File: src/rtl/voice_scheduler_pkg.sv
// Shared types and constants for the voice scheduler: default widths, voice count,
// buffer state encoding and the round-robin pointer update.
package voice_scheduler_pkg;

  localparam int VS_NOTE_WIDTH     = 6;
  localparam int VS_DURATION_WIDTH = 6;
  localparam int VS_NUM_VOICES     = 3;

  typedef enum logic {
    VS_EMPTY   = 1'b0,
    VS_PENDING = 1'b1
  } vs_state_e;

  // Pointer moves to the voice after the one just granted, wrapping at 3.
  function automatic logic [1:0] next_rr(input logic [2:0] grant);
    logic [1:0] r;
    case (grant)
      3'b010:  r = 2'd2;
      3'b100:  r = 2'd0;
      default: r = 2'd1;
    endcase
    return r;
  endfunction

endpackage

File: src/rtl/voice_scheduler_if.sv
// Song-reader side of the scheduler: one {note, duration} offer per valid/ready handshake.
interface voice_scheduler_if
  import voice_scheduler_pkg::*;
#(
  parameter int NOTE_WIDTH     = VS_NOTE_WIDTH,
  parameter int DURATION_WIDTH = VS_DURATION_WIDTH
);

  logic                      in_valid;
  logic                      in_ready;
  logic [NOTE_WIDTH-1:0]     in_note;
  logic [DURATION_WIDTH-1:0] in_duration;

  modport master (
    output in_valid,
    output in_note,
    output in_duration,
    input  in_ready
  );

  modport slave (
    input  in_valid,
    input  in_note,
    input  in_duration,
    output in_ready
  );

endinterface

File: src/rtl/voice_scheduler_rr_pick3.sv
// Combinational round-robin picker over three voices: first free voice starting at rr.
module rr_pick3 (
  input  logic [2:0] free,
  input  logic [1:0] rr,
  output logic [2:0] grant,
  output logic       any_free
);

  always_comb begin
    grant    = 3'b000;
    any_free = |free;
    case (rr)
      2'd1: begin
        if (free[1])      grant = 3'b010;
        else if (free[2]) grant = 3'b100;
        else if (free[0]) grant = 3'b001;
      end
      2'd2: begin
        if (free[2])      grant = 3'b100;
        else if (free[0]) grant = 3'b001;
        else if (free[1]) grant = 3'b010;
      end
      default: begin
        if (free[0])      grant = 3'b001;
        else if (free[1]) grant = 3'b010;
        else if (free[2]) grant = 3'b100;
      end
    endcase
  end

endmodule

File: src/rtl/voice_scheduler.sv
// Voice scheduler: buffers one note from the song reader and issues it round-robin
// to a free note player, tracking player busy state from their done pulses.
module voice_scheduler
  import voice_scheduler_pkg::*;
#(
  parameter int NOTE_WIDTH     = VS_NOTE_WIDTH,
  parameter int DURATION_WIDTH = VS_DURATION_WIDTH,
  parameter int NUM_VOICES     = VS_NUM_VOICES
) (
  input  logic                      clk,
  input  logic                      reset,
  input  logic                      play,
  voice_scheduler_if.slave          song,
  input  logic [2:0]                voice_done,
  output logic [2:0]                load_note,
  output logic [NOTE_WIDTH-1:0]     note_one,
  output logic [NOTE_WIDTH-1:0]     note_two,
  output logic [NOTE_WIDTH-1:0]     note_three,
  output logic [DURATION_WIDTH-1:0] duration_one,
  output logic [DURATION_WIDTH-1:0] duration_two,
  output logic [DURATION_WIDTH-1:0] duration_three,
  output logic [2:0]                voice_busy,
  output logic                      all_idle
);

  vs_state_e                 state_q, state_d;
  logic [1:0]                rr_q, rr_d;
  logic [2:0]                busy_q, busy_d;
  logic [2:0]                load_q, load_d;
  logic [NOTE_WIDTH-1:0]     buf_note_q, buf_note_d;
  logic [DURATION_WIDTH-1:0] buf_dur_q, buf_dur_d;
  logic [NOTE_WIDTH-1:0]     note_q [NUM_VOICES];
  logic [NOTE_WIDTH-1:0]     note_d [NUM_VOICES];
  logic [DURATION_WIDTH-1:0] dur_q  [NUM_VOICES];
  logic [DURATION_WIDTH-1:0] dur_d  [NUM_VOICES];

  logic [2:0] grant;
  logic       any_free;
  logic       accept;
  logic       issue;

  rr_pick3 u_pick (
    .free     (~busy_q),
    .rr       (rr_q),
    .grant    (grant),
    .any_free (any_free)
  );

  // Ready depends only on state and play so the song reader never sees a loop through in_valid.
  assign song.in_ready = (state_q == VS_EMPTY) && play;
  assign accept        = song.in_valid && song.in_ready;
  assign issue         = (state_q == VS_PENDING) && play && any_free;

  always_comb begin
    state_d    = state_q;
    rr_d       = rr_q;
    buf_note_d = buf_note_q;
    buf_dur_d  = buf_dur_q;
    load_d     = 3'b000;
    note_d     = note_q;
    dur_d      = dur_q;
    // Set from an issue overrides a same-edge clear; the picker never grants a busy voice anyway.
    busy_d     = (busy_q & ~voice_done) | (issue ? grant : 3'b000);

    case (state_q)
      VS_EMPTY: begin
        if (accept) begin
          buf_note_d = song.in_note;
          buf_dur_d  = song.in_duration;
          // Zero duration is a rest: taken from the reader but never issued.
          if (song.in_duration != '0) state_d = VS_PENDING;
        end
      end
      VS_PENDING: begin
        if (issue) begin
          load_d  = grant;
          rr_d    = next_rr(grant);
          state_d = VS_EMPTY;
          for (int i = 0; i < NUM_VOICES; i++) begin
            if (grant[i]) begin
              note_d[i] = buf_note_q;
              dur_d[i]  = buf_dur_q;
            end
          end
        end
      end
      default: state_d = VS_EMPTY;
    endcase
  end

  always_ff @(posedge clk) begin
    if (reset) begin
      state_q    <= VS_EMPTY;
      rr_q       <= 2'd0;
      busy_q     <= 3'b000;
      load_q     <= 3'b000;
      buf_note_q <= '0;
      buf_dur_q  <= '0;
      for (int i = 0; i < NUM_VOICES; i++) begin
        note_q[i] <= '0;
        dur_q[i]  <= '0;
      end
    end else begin
      state_q    <= state_d;
      rr_q       <= rr_d;
      busy_q     <= busy_d;
      load_q     <= load_d;
      buf_note_q <= buf_note_d;
      buf_dur_q  <= buf_dur_d;
      note_q     <= note_d;
      dur_q      <= dur_d;
    end
  end

  assign load_note      = load_q;
  assign voice_busy     = busy_q;
  assign note_one       = note_q[0];
  assign note_two       = note_q[1];
  assign note_three     = note_q[2];
  assign duration_one   = dur_q[0];
  assign duration_two   = dur_q[1];
  assign duration_three = dur_q[2];
  assign all_idle       = (state_q == VS_EMPTY) && (busy_q == 3'b000);

endmodule

File: src/flat_wrapper.sv
// flat-port wrapper written by rule: the top's interface ports become plain ports
module voice_scheduler_flat import voice_scheduler_pkg::*;
#(
  parameter int NOTE_WIDTH     = VS_NOTE_WIDTH,
  parameter int DURATION_WIDTH = VS_DURATION_WIDTH,
  parameter int NUM_VOICES     = VS_NUM_VOICES
)
  (clk, reset, play, voice_done, load_note, note_one, note_two, note_three, duration_one, duration_two, duration_three, voice_busy, all_idle, song_in_valid, song_in_note, song_in_duration, song_in_ready);
  voice_scheduler_if #(.NOTE_WIDTH(NOTE_WIDTH), .DURATION_WIDTH(DURATION_WIDTH)) song_i ();
  input  logic clk;
  input  logic reset;
  input  logic play;
  input  logic [2:0] voice_done;
  output logic [2:0] load_note;
  output logic [NOTE_WIDTH-1:0] note_one;
  output logic [NOTE_WIDTH-1:0] note_two;
  output logic [NOTE_WIDTH-1:0] note_three;
  output logic [DURATION_WIDTH-1:0] duration_one;
  output logic [DURATION_WIDTH-1:0] duration_two;
  output logic [DURATION_WIDTH-1:0] duration_three;
  output logic [2:0] voice_busy;
  output logic all_idle;
  input wire logic [$bits(song_i.in_valid)-1:0] song_in_valid;
  input wire logic [$bits(song_i.in_note)-1:0] song_in_note;
  input wire logic [$bits(song_i.in_duration)-1:0] song_in_duration;
  output wire logic [$bits(song_i.in_ready)-1:0] song_in_ready;
  assign song_i.in_valid = song_in_valid;
  assign song_i.in_note = song_in_note;
  assign song_i.in_duration = song_in_duration;
  assign song_in_ready = song_i.in_ready;
  voice_scheduler #(.NOTE_WIDTH(NOTE_WIDTH), .DURATION_WIDTH(DURATION_WIDTH), .NUM_VOICES(NUM_VOICES)) u_core (.clk(clk), .reset(reset), .play(play), .song(song_i), .voice_done(voice_done), .load_note(load_note), .note_one(note_one), .note_two(note_two), .note_three(note_three), .duration_one(duration_one), .duration_two(duration_two), .duration_three(duration_three), .voice_busy(voice_busy), .all_idle(all_idle));
endmodule
File: config.mk
export PLATFORM = sky130hd
export DESIGN_NAME = voice_scheduler_flat
export DESIGN_NICKNAME = d
export VERILOG_FILES = /design/src/rtl/voice_scheduler_pkg.sv /design/src/rtl/voice_scheduler_if.sv /design/src/rtl/voice_scheduler_rr_pick3.sv /design/src/rtl/voice_scheduler.sv /design/src/flat_wrapper.sv
export SDC_FILE = /design/constraint.sdc
export NUM_CORES = 1
export LEC_CHECK = 0
export BUFFER_PORTS_ARGS = -buffer_cell sky130_fd_sc_hd__buf_2
export CAP_MARGIN = 0
export CORE_MARGIN = 2
export CORE_UTILIZATION = 40
export CTS_CLUSTER_SIZE = 16
export DETAILED_ROUTE_END_ITERATION = 8
export PLACE_DENSITY = 0.66
export RECOVER_POWER = 25
export SYNTH_ARGS = -nofsm -noshare
export SYNTH_HDL_FRONTEND = slang
export SYNTH_SLANG_ARGS = --single-unit
File: constraint.sdc
create_clock -name clk -period 2.25 [get_ports clk]
set_input_delay 0.3375 -clock clk [delete_from_list [all_inputs] [get_ports clk]]
set_output_delay 0.3375 -clock clk [all_outputs]
set_load 0.02 [all_outputs]
==> results.toml, run 1 <==
[setup_path]
r2r_slack_ps = 330
worstPathArrival_ps = 2120
slowest_delay_ps = 460
start_kind = "flip-flop"
cp_top_family = "simple AND/OR/NAND/NOR gates"
cpMaxStageDelayCell = "or4_1"
cp_data_required_time_ps = 2450
crit_path_end_kind = "flip-flop"
critPathBufInv = 3
crit_fanout = 13
crit_top_cell = "buf_4"
worstPathCellList = "inv_1, ha_1, a211oi_1, buf_4, or4_1, buf_4, mux2i_1"
path_class = "reg -> reg"

[sta]
finClkSkew_ps = 5.506
finalSetupViolations = 0
slew_viol_final = 0
setup_tns_ps = 0
final.setup.worst_slack_ps = 329.9
fmax_ghz = 0.5208
rsz0062_at_grt = "false"
hold_viol = 0
layout_min_cycle_time_ps = 1920
tightest_slew_ps = 701.8
slew_headroom_pct = 53.21
period_share_pct = 85.34

[yosys]
synth_common_cells = "57 x dfxtp_1, 48 x nand2b_1, 36 x mux2i_1, 32 x nand2_1, 17 x a21oi_1"
synthCells = 246
netlist-cell-type-count = 35
avgSynthCellArea_sq_um = 9.618
yosysWarnings = 0
synth-main-ff-cell = "dfxtp_1"
yosysTopAreaCell = "dfxtp_1"
seq_area_frac_synth_pct = 48.23
synth_area_sq_um = 2366
async_flop_share_pct = 0
synth_most_common_cell = "dfxtp_1"
synth.top_cell.area_share_pct = 48.23
synth_edf_count = 0
synth.area.top_cells = "dfxtp_1 48%, mux2i_1 15%, nand2b_1 13%"
synth_nets = 267
synth-seq-cells = 57

[placed_design]
globalplace.congestion = 0.7850
portBuffers = 62
hpwl_um = 3626
dp_slack_ps = 339.1

[clocking]
cts_resized = 0
clock_latency_ps = 320
clock-sinks = 57
root_buffer = "clkbuf_8"
cts_tree = "built"
post_cts_buffers = 0
numCtsBuffers = 9
cts_buffer_depth = 2
clk_pin_slew_worst_paths_ps = 60
postCtsHoldBufs = 0
htree_levels = 3

[route]
drt_iter0_markers = 59
drcViolationCount = 0
vias_per_cell = 4.788
wl_per_cell_um = 13.28
totalWireLength_um = 5140
vias = 1853
drt_pass1_iterations = 4
ant_nets = 0

[status]
status = "completed"

[cells_and_area]
drive_gt1_share_pct = 19.23
syn2layout_area_growth_pct = 21.58
nNetsFinal = 331
num_antenna_cells = 0

[die]
ioPinCount = 63
dieArea_sq_um = 6546
start_util_pct = 40.68
core_sq_um = 5816
die_y_um = 80.91
fp.dieW_um = 80.91
fp-row-count = 28

[power_and_ir_drop]
switching_share_pct = 22.67
power.internal_uw = 1488
power.density_nw_per_um2 = 669.0
power.share.clock_pct = 39.9
seq_power_share_pct = 53.8
switchingPower_uw = 436.2
ir_drop_v = 0.0002933
combPwrFrac_pct = 6.4
leakagePower_uw = 0.001226

[global_routing]
grt_max_degree = 43
first_global_vias = 1634
antenna_found_initial = 0
track_usage_pct = 16.21
grt.overflow.total = 0
grt_first_pass_wirelength_um = 8010

[job]
cap_viol_max_count = 0

[worst_hold_path]
hold_path.class = "in -> reg"
-- routing by layer --
| layer | up-vias | global-route usage (%) | part of all wire [%] |
|---|---|---|---|
| met5 | - | 0 | 0 |
| met4 | 0 | 6.610 | 1.1 |
| met3 | 5 | 4.556 | 5.2 |
| met2 | 51 | 23.14 | 44 |
| met1 | 845 | 22.90 | 50 |
| li1 | 952 | - | - |
-- logic make-up after synthesis --
group           Yosys count  share of synthesized area [%]
fa+ha+maj                 2                          1.057
buf+inv                  21                          3.966
simple gates            100                          23.37
compound gates           30                          8.144
flops                    57                          48.23
mux                      36                          15.23
-- power by group through the flow --
stage	clock, uW	combinational (uW)	sequential, uW
2_1_floorplan	0	80.6	1060
4_1_cts	789	124	1030
3_3_place_gp	0	123	1060
5_1_grt	842	135	1040
3_5_place_dp	0	124	1060
6_report	767	123	1030
-- cells in the final DEF, fill, tap and decap left out, types with 2 or more instances in the layout --
| cell | count |
|---|---|
| a21oi_1 | 17 |
| buf_2 | 37 |
| buf_4 | 8 |
| clkbuf_1 | 27 |
| clkbuf_8 | 10 |
| dfxtp_1 | 57 |
| ha_1 | 2 |
| inv_1 | 4 |
| mux2i_1 | 36 |
| nand2_1 | 32 |
| nand2b_1 | 48 |
| nor2_1 | 2 |
| nor2b_1 | 2 |
| nor3_1 | 3 |
| nor4b_1 | 3 |
| o21ai_0 | 2 |
| or4_1 | 2 |
-- through the flow --
stage	hold slack, ps	cells	util, %	total power [uW]	area (sq um)
6_report	249.9	387	49.46	1924	2877
5_1_grt	248.6	387	49.46	2013	2877
4_1_cts	234.7	387	50.00	1948	2908
3_5_place_dp	446.7	374	47.42	1180	2758
3_3_place_gp	443.5	374	47.42	1179	2758
2_1_floorplan	436.6	246	-	1137	2366
-- worst reg2reg max path: cells and delay by family, from the launching register on --
family                     cells  cell delay [ps]
and+or+nand+nor                1              460
buffers and inverters          3              440
adders and majority gates      1              360
DFF                            1              330
muxes                          1              140
AOI/OAI and AO/OA              1               70
-- final cells by class --
class	instances	area, sq um
Fill cell	606	2939
Clock inverter	1	5.005
Tap cell	75	93.84
Inverter	4	15.01
Sequential cell	57	1141
Clock buffer	12	145.1
Multi-Input combinational cell	168	1137
Timing Repair Buffer	70	339.1
-- sequential cells by signal, indices dropped and copies added (netlist names) --
signal / count
u_core.buf_dur_q: 6
u_core.buf_note_q: 6
u_core.duration_one: 6
u_core.duration_three: 6
u_core.duration_two: 6
u_core.load_note: 3
u_core.note_one: 6
u_core.note_three: 6
u_core.note_two: 6
u_core.rr_q: 2
u_core.state_q: 1
u_core.voice_busy: 3
-- path summary, 6_finish.rpt --
path                              from                   end  cells after the start
hold reg to reg   u_core.buf_note_q[0]  u_core.buf_note_q[0]                      2
setup / recovery        u_core.rr_q[0]    u_core.note_one[3]                      7
setup reg to reg        u_core.rr_q[0]    u_core.note_one[3]                      7
hold / removal         song_in_note[0]  u_core.buf_note_q[0]                      3
No activity file was read; power rests on OpenSTA's default activity.
==> run 2, diff against run 1 <==
--- a/config.mk
+++ b/config.mk
@@ -11,8 +11,9 @@
 export CORE_UTILIZATION = 40
 export CTS_CLUSTER_SIZE = 16
 export DETAILED_ROUTE_END_ITERATION = 8
-export PLACE_DENSITY = 0.66
+export PLACE_DENSITY = 0.67
 export RECOVER_POWER = 25
 export SYNTH_ARGS = -nofsm -noshare
 export SYNTH_HDL_FRONTEND = slang
+export SYNTH_HIERARCHICAL = 1
 export SYNTH_SLANG_ARGS = --single-unit
==> run 2 against run 1 <==
Worst hold slack worse by 9.1 ps. Clock-buffer cell count is 1 lower. Critical path depth is 1 lower. Design area is 5.0% lower. Non-clock buffer count is 1 higher. Sequential power hardly changed. Clock skew is 4.0 ps higher. Combinational power is 19% lower. Die area is 6.3% lower. Core utilization is 1.1 points higher. Via count is 7.4% higher. Critical path type unchanged. Largest cell class unchanged. Largest power group unchanged.
==> results.toml, run 2 <==
[setup_path]
crit_path_end_kind = "flip-flop"
worstPathArrival_ps = 2320
r2r_slack_ps = 200
crit_fanout = 4
path_class = "reg -> reg"
start_kind = "flip-flop"
cpMaxStageDelayCell = "or4b_4"
worstPathCellList = "inv_1, ha_1, mux2i_1, a21boi_0, or4b_4, a21oi_2"
cp_data_required_time_ps = 2520
slowest_delay_ps = 520

[sta]
whs_ps = 240.7
hold_viol = 0
finClkSkew_ps = 9.507
final.setup.worst_slack_ps = 199.2
period_share_pct = 91.15
fmax_ghz = 0.4876
layout_min_cycle_time_ps = 2051
rsz0062_at_grt = "false"
slew_headroom_pct = 65.72
slew_viol_final = 0
finalSetupViolations = 0
tightest_slew_ps = 512.6
setup_tns_ps = 0

[clocking]
clock-sinks = 57
clock_latency_ps = 340
cts_tree = "built"
cts_buffer_depth = 2
postCtsHoldBufs = 0
cts_resized = 0
root_buffer = "clkbuf_8"
post_cts_buffers = 0
htree_levels = 3
clk_pin_slew_worst_paths_ps = 70
numCtsBuffers = 9

[die]
die_y_um = 78.30
dieArea_sq_um = 6131
fp-row-count = 27
start_util_pct = 40.86
ioPinCount = 63
fp.dieW_um = 78.30
core_sq_um = 5405

[cells_and_area]
final_common_cell = "nand2_1"
nNetsFinal = 359
syn2layout_area_growth_pct = 23.80
num_antenna_cells = 0
mostFrequentLayoutCells = "100 x nand2_1, 57 x dfxtp_1, 53 x a21oi_1, 37 x buf_2, 26 x clkbuf_1"
drive_gt1_share_pct = 19.65

[power_and_ir_drop]
power.internal_uw = 1597
seq_power_share_pct = 49.9
leakagePower_uw = 0.001035
combPwrFrac_pct = 4.8
power.share.clock_pct = 45.3
ir_drop_v = 0.0004385
power.density_nw_per_um2 = 762.1
switching_share_pct = 23.34
p_total_uw = 2083
switchingPower_uw = 486.2

[route]
ant_nets = 0
drcViolationCount = 0
wl_per_cell_um = 13.01
drt_pass1_iterations = 4
vias_per_cell = 4.818
drt_iter0_markers = 88
vias = 1990
totalWireLength_um = 5375

[global_routing]
grt_max_degree = 25
track_usage_pct = 18.92
grt.overflow.total = 0
first_global_vias = 1841
grt_first_pass_wirelength_um = 8859
antenna_found_initial = 0

[yosys]
async_flop_share_pct = 0
synth-seq-cells = 57
yosysWarnings = 6
synth_most_common_cell = "nand2_1"
netlist-cell-type-count = 32
synth_common_cells = "100 x nand2_1, 57 x dfxtp_1, 53 x a21oi_1, 8 x inv_1"
synth_area_sq_um = 2208
yosysTopAreaCell = "dfxtp_1"
synth_edf_count = 0
synthCells = 271
synth.top_cell.area_share_pct = 51.67
synth-main-ff-cell = "dfxtp_1"
seq_area_frac_synth_pct = 51.67
avgSynthCellArea_sq_um = 8.149
synth.area.top_cells = "dfxtp_1 52%, nand2_1 17%, a21oi_1 12%"
synth_nets = 294

[job]
cap_viol_max_count = 0

[placed_design]
globalplace.congestion = 0.8400
hpwl_um = 3792
portBuffers = 62
dp_slack_ps = 209.2

[worst_hold_path]
hold_path.class = "in -> reg"

[status]
status = "completed"
run 2: cell types whose count changed after synthesis, sizes merged, moves of 3 or more:
| cell | previous run | this run |
|---|---|---|
| buf | 8 | 12 |
| mux2i | 36 | 1 |
| and4 | 0 | 3 |
| nor4b | 3 | 0 |
| nand4 | 0 | 3 |
| inv | 4 | 8 |
| nand2 | 33 | 100 |
| clkbuf | 9 | 5 |
| nand2b | 48 | 3 |
| a21oi | 17 | 54 |
run 2: power groups by stage:
stage | clock, uW | sequential [uW] | combinational (uW)
3_3_place_gp | 0 | 1060 | 99.0
6_report | 943 | 1040 | 99.7
3_5_place_dp | 0 | 1060 | 100
5_1_grt | 1020 | 1040 | 111
4_1_cts | 967 | 1040 | 101
2_1_floorplan | 0 | 1060 | 65.4
run 2: layer usage:
layer	wire (um)	track usage (%)	part of all wire, %	up-vias
met2	2527	30.26	47	64
met4	160	10.88	3.0	0
met1	2406	23.75	45	890
met3	281	3.793	5.2	13
li1	-	-	-	1023
met5	0	0	0	-
run 2: cells by family (layout without fill, tap and decap cells):
| logic type | after synthesis | in the layout | synth area share (%) |
|---|---|---|---|
| muxes | 1 | 1 | 0.4533 |
| and+or+nand+nor | 124 | 124 | 24.99 |
| buffers and inverters | 25 | 95 | 6.232 |
| DFF | 57 | 57 | 51.67 |
| adders and majority gates | 4 | 4 | 2.266 |
| xor gates and xnor gates | 1 | 1 | 0.3967 |
| AOI/OAI and AO/OA | 59 | 59 | 13.99 |
run 2: path summary, 6_finish.rpt:
path | startpoint | end | cells past startpoint
hold reg to reg | u_core/note_one[0] | u_core/note_one[0] | 2
hold / removal | song_in_duration[0] | u_core/buf_dur_q[0] | 3
setup / recovery | u_core/rr_q[0] | u_core/rr_q[1] | 6
setup reg to reg | u_core/rr_q[0] | u_core/rr_q[1] | 6
run 2: critical path, delay by kind of cell, from the launching register on:
family | cells | cell delay [ps]
adder cells (fa/ha/maj) | 1 | 340
AO/OA/AOI/OAI | 2 | 520
AND/OR/NAND/NOR | 1 | 520
multiplexers | 1 | 150
flip-flops | 1 | 370
buffers and inverters | 1 | 90
run 2: metrics by stage:
stage / instance area, sq um / instances / utilization, %
after floorplan: 2208 / 271 / -
after detailed placement: 2569 / 397 / 47.52
final: 2734 / 413 / 50.58
after global routing: 2734 / 413 / 50.58
after CTS: 2765 / 413 / 51.16
after global placement: 2569 / 397 / 47.52
run 2: cell type report:
| type | count | area (sq um) |
|---|---|---|
| clock inverter | 5 | 55.05 |
| fill | 574 | 2671 |
| timing repair buffer | 71 | 346.6 |
| multi-input combinational | 189 | 929.6 |
| inverter | 8 | 30.03 |
| sequential | 57 | 1141 |
| tap | 72 | 90.09 |
| clock buffer | 11 | 141.4 |
